$ cat src/rtl/fan_pwm_sequencer.sv
// Fan PWM sequencer: debounced speed request, kick-start at full duty,
// then a stepped ramp to the requested duty with boundary-aligned updates.
module fan_pwm_sequencer #(
    parameter int PrescDiv      = 125,
    parameter int KickPeriods   = 2500,
    parameter int RampPeriods   = 16,
    parameter int DebounceTicks = 4
) (
    input  logic       clk_i,
    input  logic       rst_i,
    input  logic [3:0] pwm_setting_i,
    output logic       fan_pwm_o,
    output logic [3:0] duty_o,
    output logic [1:0] state_o,
    output logic       busy_o
);

    localparam int PW = $clog2(PrescDiv);
    localparam int KW = $clog2(KickPeriods + 1);
    localparam int RW = $clog2(RampPeriods + 1);
    localparam int DW = $clog2(DebounceTicks + 1);

    localparam logic [PW-1:0] PRESC_MAX = PW'(PrescDiv - 1);
    localparam logic [KW-1:0] KICK_MAX  = KW'(KickPeriods - 1);
    localparam logic [RW-1:0] RAMP_MAX  = RW'(RampPeriods - 1);
    localparam logic [DW-1:0] DEB_LAST  = DW'(DebounceTicks - 1);
    localparam logic [DW-1:0] DEB_SAT   = DW'(DebounceTicks);

    localparam logic [1:0] IDLE = 2'd0;
    localparam logic [1:0] KICK = 2'd1;
    localparam logic [1:0] RAMP = 2'd2;
    localparam logic [1:0] RUN  = 2'd3;

    logic [3:0]    sync1_q;
    logic [3:0]    sync2_q;
    logic [PW-1:0] presc_q;
    logic [3:0]    pwm_cnt_q;
    logic [3:0]    cand_q;
    logic [DW-1:0] deb_cnt_q;
    logic [3:0]    target_q;
    logic [3:0]    duty_q;
    logic [1:0]    state_q;
    logic [KW-1:0] kick_cnt_q;
    logic [RW-1:0] ramp_cnt_q;
    logic          fan_q;
    logic          tick;
    logic          boundary;
    logic [3:0]    step_duty;

    assign tick     = (presc_q == PRESC_MAX);
    assign boundary = tick && (pwm_cnt_q == 4'd15);

    always_comb begin
        step_duty = duty_q;
        if (target_q > duty_q) begin
            step_duty = duty_q + 4'd1;
        end else if (target_q < duty_q) begin
            step_duty = duty_q - 4'd1;
        end
    end

    // Request path: 2-flop sync, then accept only after it holds still.
    always_ff @(posedge clk_i) begin
        if (rst_i) begin
            sync1_q   <= '0;
            sync2_q   <= '0;
            presc_q   <= '0;
            pwm_cnt_q <= '0;
            cand_q    <= '0;
            deb_cnt_q <= '0;
            target_q  <= '0;
        end else begin
            sync1_q <= pwm_setting_i;
            sync2_q <= sync1_q;
            presc_q <= tick ? '0 : presc_q + 1'b1;
            if (tick) begin
                pwm_cnt_q <= pwm_cnt_q + 4'd1;
                if (sync2_q != cand_q) begin
                    cand_q    <= sync2_q;
                    deb_cnt_q <= '0;
                end else if (deb_cnt_q != DEB_SAT) begin
                    deb_cnt_q <= deb_cnt_q + 1'b1;
                    if (deb_cnt_q == DEB_LAST) begin
                        target_q <= cand_q;
                    end
                end
            end
        end
    end

    // All duty and state changes land on a period boundary.
    always_ff @(posedge clk_i) begin
        if (rst_i) begin
            state_q    <= IDLE;
            duty_q     <= '0;
            kick_cnt_q <= '0;
            ramp_cnt_q <= '0;
        end else if (boundary) begin
            unique case (state_q)
                IDLE: begin
                    if (target_q != 4'd0) begin
                        state_q    <= KICK;
                        duty_q     <= 4'd15;
                        kick_cnt_q <= '0;
                    end
                end
                KICK: begin
                    if (target_q == 4'd0) begin
                        state_q <= IDLE;
                        duty_q  <= 4'd0;
                    end else if (kick_cnt_q == KICK_MAX) begin
                        state_q    <= RAMP;
                        ramp_cnt_q <= '0;
                    end else begin
                        kick_cnt_q <= kick_cnt_q + 1'b1;
                    end
                end
                RAMP: begin
                    if (duty_q == target_q) begin
                        state_q <= (target_q == 4'd0) ? IDLE : RUN;
                    end else if (ramp_cnt_q == RAMP_MAX) begin
                        ramp_cnt_q <= '0;
                        duty_q     <= step_duty;
                        if (step_duty == target_q) begin
                            state_q <= (target_q == 4'd0) ? IDLE : RUN;
                        end
                    end else begin
                        ramp_cnt_q <= ramp_cnt_q + 1'b1;
                    end
                end
                RUN: begin
                    if (target_q != duty_q) begin
                        state_q    <= RAMP;
                        ramp_cnt_q <= '0;
                    end
                end
                default: state_q <= IDLE;
            endcase
        end
    end

    always_ff @(posedge clk_i) begin
        if (rst_i) begin
            fan_q <= 1'b0;
        end else begin
            fan_q <= (duty_q == 4'd15) || (pwm_cnt_q < duty_q);
        end
    end

    assign fan_pwm_o = fan_q;
    assign duty_o    = duty_q;
    assign state_o   = state_q;
    assign busy_o    = (state_q == KICK) || (state_q == RAMP);

endmodule

$ cat config.mk
export PLATFORM = sky130hd
export DESIGN_NAME = fan_pwm_sequencer
export DESIGN_NICKNAME = d
export VERILOG_FILES = /design/src/rtl/fan_pwm_sequencer.sv
export SDC_FILE = /design/constraint.sdc
export NUM_CORES = 1
export LEC_CHECK = 0
export ABC_AREA = 1
export BUFFER_PORTS_ARGS = -buffer_cell sky130_fd_sc_hd__buf_4
export CAP_MARGIN = 15
export CORE_MARGIN = 5
export CORE_UTILIZATION = 38
export CTS_BUF_LIST = sky130_fd_sc_hd__clkbuf_16
export DETAILED_ROUTE_END_ITERATION = 10
export PLACE_DENSITY_LB_ADDON = 0.25
export SYNTH_ARGS = -nofsm -noshare
export SYNTH_HDL_FRONTEND = slang
export SYNTH_SLANG_ARGS = --single-unit
$ cat constraint.sdc
create_clock -name clk_i -period 2.46 [get_ports clk_i]
set_input_delay 0.123 -clock clk_i [delete_from_list [all_inputs] [get_ports clk_i]]
set_output_delay 0.123 -clock clk_i [all_outputs]
set_load 0.02 [all_outputs]
==> summary.md <==
| Metric | Value |
|---|---|
| Hpwl dp | `4760 um` |
| Worst Reg-to-Reg Cells | `18` |
| Die Y-Extent | `99.6 um` |
| Top cells by area, synth | `dfxtp_1 35%, nand2_1 10%, ha_1 9.4%` |
| Worst slack at placement | `0.173 ns` |
| Number of distinct library cells after synthesis | `38` |
| Slew @ Worst Pin | `0.383 ns` |
| WHS | `0.0363 ns` |
| Drt pass-1 iters | `4` |
| Cell area power density | `500 nW/um^2` |
| Crit Path Category | `reg2reg` |
| Max-slew violations | `0` |
| Total gr overflow | `0` |
| Worst r2r dst | `state_o[0]$_SDFFE_PP0P_` |
| Post-synthesis compound-gate area fraction | `12.0%` |
| Number of global-route vias before repair | `2503` |
| CP max FO | `8` |
| Max_cap viols | `0` |
| Final Skew | `0.00474 ns` |
| Final Cycle Share | `89.8%` |
| Post-Synth XOR/XNOR Area | `4.30%` |
| Synthesized instance count | `425` |
| Layout area overhead | `13.5%` |
| Clock Root Buffer | `clkbuf_16` |
| Cts bufs inserted | `5` |
| Worst r2r src | `duty_o[1]$_SDFFE_PP0P_` |
| CTS tree | `done` |
| Routed via count | `2631` |
| Final ANT Viol Nets | `0` |
| DR DRC count | `0` |
| Routability cong. | `0.948` |
| Total setup buffers inserted after CTS | `0` |
| DP Area | `3300 sq um` |
| CTS max path bufs | `2` |
| Syn nets | `454` |
| First-pass GRT wire length | `11000 um` |
| Final Hold Fails | `0` |
| Period minus WS final | `2.21 ns` |
| Final setup viols | `0` |
| Worst Hold Path EP | `sync1_q[0]$_SDFF_PP0_` |
| FF+latch count, synth | `54` |
| Primary FF master, synth | `dfxtp_1` |
| Status | `finished, final reports clean` |
| Maximum operating frequency | `453 MHz` |
| Hold depth | `3` |
| Critical Path Sink Type | `register` |
| Worst skew pair latency | `0.29 ns` |
| Gr usage total | `13.2%` |
| Buffers added on ports | `13` |
| Final instance area | `3470 sq um` |
| DR WL/cell | `11.4 um` |
| Antenna diode count | `0` |
| Normalized max-slew margin | `74.5%` |
| Worst setup SP type | `register` |
| Yosys Warn Count | `0` |
| VDD IR max | `298 uV` |
| Hold Path Origin | `pwm_setting_i[0]` |
| Leakage power | `1.50 nW` |
| Largest family of logic cells by synthesized area | `simple AND/OR/NAND/NOR gates` |
| Yosys top cell area share | `35.4%` |
| CTS Sinks | `54` |
| Worst-path clk slew | `0.07 ns` |
| Rows | `32` |
| CTS H-tree lvls | `2` |
| Initial core utilization | `39.3%` |
| Area leader, netlist | `dfxtp_1` |
| Chip Width | `99.6 um` |
| RSZ-0062 raised after global routing | `no` |
| Post-synthesis async set-or-reset flop share | `0%` |
| Post-synthesis mux area share | `0%` |
| Register area share after synthesis | `35.4%` |
| Post-synth EDFFs | `0` |
| Initial antenna violation count | `0` |
| Total Wirelength | `6240 um` |
| Fin nets | `474` |
| Synthesized area | `3050 sq um` |
| Worst Hold Class | `in2reg` |
| R2r setup slk | `0.25 ns` |
| Avg Inst Size Synth | `7.18 sq um` |
| Vias per std cell | `4.80` |
| Post-synthesis simple-gate area fraction | `30.2%` |
| Arr. time, crit path | `2.39 ns` |
| Adder-cell share of the synthesized area | `9.43%` |
| Ratio of cells with drive above 1 in the final layout | `9.64%` |
| Die area | `9930 sq um` |
| Final WS setup | `0.251 ns` |
| Core Box Area | `7770 sq um` |
| Setup TNS | `0 ns` |
| Start point of the critical path | `duty_o[1]$_SDFFE_PP0P_` |
| Pin count of the biggest net entering global routing | `22` |
| # IOs | `14` |
| Drt initial violations | `110` |
| Data required, critical path | `2.64 ns` |
worst max-delay path, stage by stage, from the launching register on:
cell and delay, ns:
dfxtp_2 0.37, inv_1 0.12, ha_1 0.34, nand2_1 0.08
nand2_1 0.06, nand2_1 0.12, nand2_2 0.13, nand2_1 0.12
inv_1 0.06, nand2_1 0.10, nand2_1 0.06, nand2_1 0.05
nand2_1 0.04, nor2_1 0.10, nand2_1 0.06, nand2_1 0.11
nand3_1 0.09, nand2_1 0.07, nor2_1 0.03
cell usage in the layout (no fill, tap or decap), drive strengths merged, types with 3 or more instances in the layout:
cell type and count:
nand3b 4, nand2 85, nor2 60, o21ai 22
a221oi 4, dfxtp 54, ha 23, nand3 30
buf 18, clkbuf 5, xor2 7, nor3 13
inv 64, nor4 3, a21oi 26, nand4 5
xnor2 8
registers in the layout, indices dropped and copies added (netlist names):
name	flops
cand_q	4
pwm_cnt_q	4
target_q	4
duty_o	4
deb_cnt_q	3
ramp_cnt_q	5
kick_cnt_q	12
fan_pwm_o	1
state_o	2
presc_q	7
sync1_q	4
sync2_q	4
how the worst max path moves through the flow:
| stage | end | depth (start not counted) |
|---|---|---|
| floorplan | state_o[0]$_SDFFE_PP0P_ | 19 |
| global placement | state_o[0]$_SDFFE_PP0P_ | 18 |
| detailed placement | state_o[0]$_SDFFE_PP0P_ | 18 |
| CTS | state_o[0]$_SDFFE_PP0P_ | 18 |
| global route | state_o[0]$_SDFFE_PP0P_ | 17 |
| finish | state_o[0]$_SDFFE_PP0P_ | 18 |
kinds of logic (layout without fill, tap and decap cells):
group | Yosys count | count (layout)
and+or+nand+nor | 202 | 202
AOI/OAI and AO/OA | 61 | 61
adders and majority gates | 23 | 23
DFF | 54 | 54
xor gates and xnor gates | 15 | 15
buffers and inverters | 70 | 91
synthesized netlist by cell type (3+ instances only):
cell / number
nand2_1: 83
xnor2_1: 8
dfxtp_1: 54
inv_1: 61
ha_1: 23
xor2_1: 7
nor2_4: 3
o21ai_0: 18
nor4_1: 3
clkbuf_1: 4
nor2_1: 57
nand3b_1: 4
a221oi_1: 4
nor3_1: 10
nand3_1: 29
a21oi_1: 25
nand4_1: 4
area by class of cell:
type | instances | area (sq um)
Fill cell | 814 | 4300
Multi-Input combinational cell | 301 | 1710
Sequential cell | 54 | 1080
Inverter | 65 | 244
Timing Repair Buffer | 18 | 135
Tap cell | 102 | 128
Clock buffer | 5 | 125
Clock inverter | 3 | 41.3
power by group:
| part | internal [W] | switching [W] | leakage [nW] |
|---|---|---|---|
| logic | 0.0000194 | 0.0000295 | 0.976 |
| clock network | 0.000477 | 0.000318 | 0.0812 |
| registers | 0.000884 | 0.00000596 | 0.438 |
routing by layer:
layer	global-route usage, %	share of wire (%)
met5	0	0
met4	3.99	1.6
met3	2.38	3.2
met2	22.7	46
met1	16.7	49
repair_timing:
| item | in CTS | in global routing |
|---|---|---|
| setup endpoints to repair | 0 | 2 |
| hold buffers | 0 | 0 |
| resized for setup | 0 | 2 |
per-stage QoR:
stage | std cells | total power, W | utilization [%]
finish | 548 | 0.00173 | 44.6
global route | 548 | 0.00180 | 44.6
CTS | 548 | 0.00176 | 44.6
detailed placement | 540 | 0.000960 | 42.4
global placement | 540 | 0.000959 | 42.4
floorplan | 425 | 0.000943 | -
No activity file was read; power rests on OpenSTA's default activity.
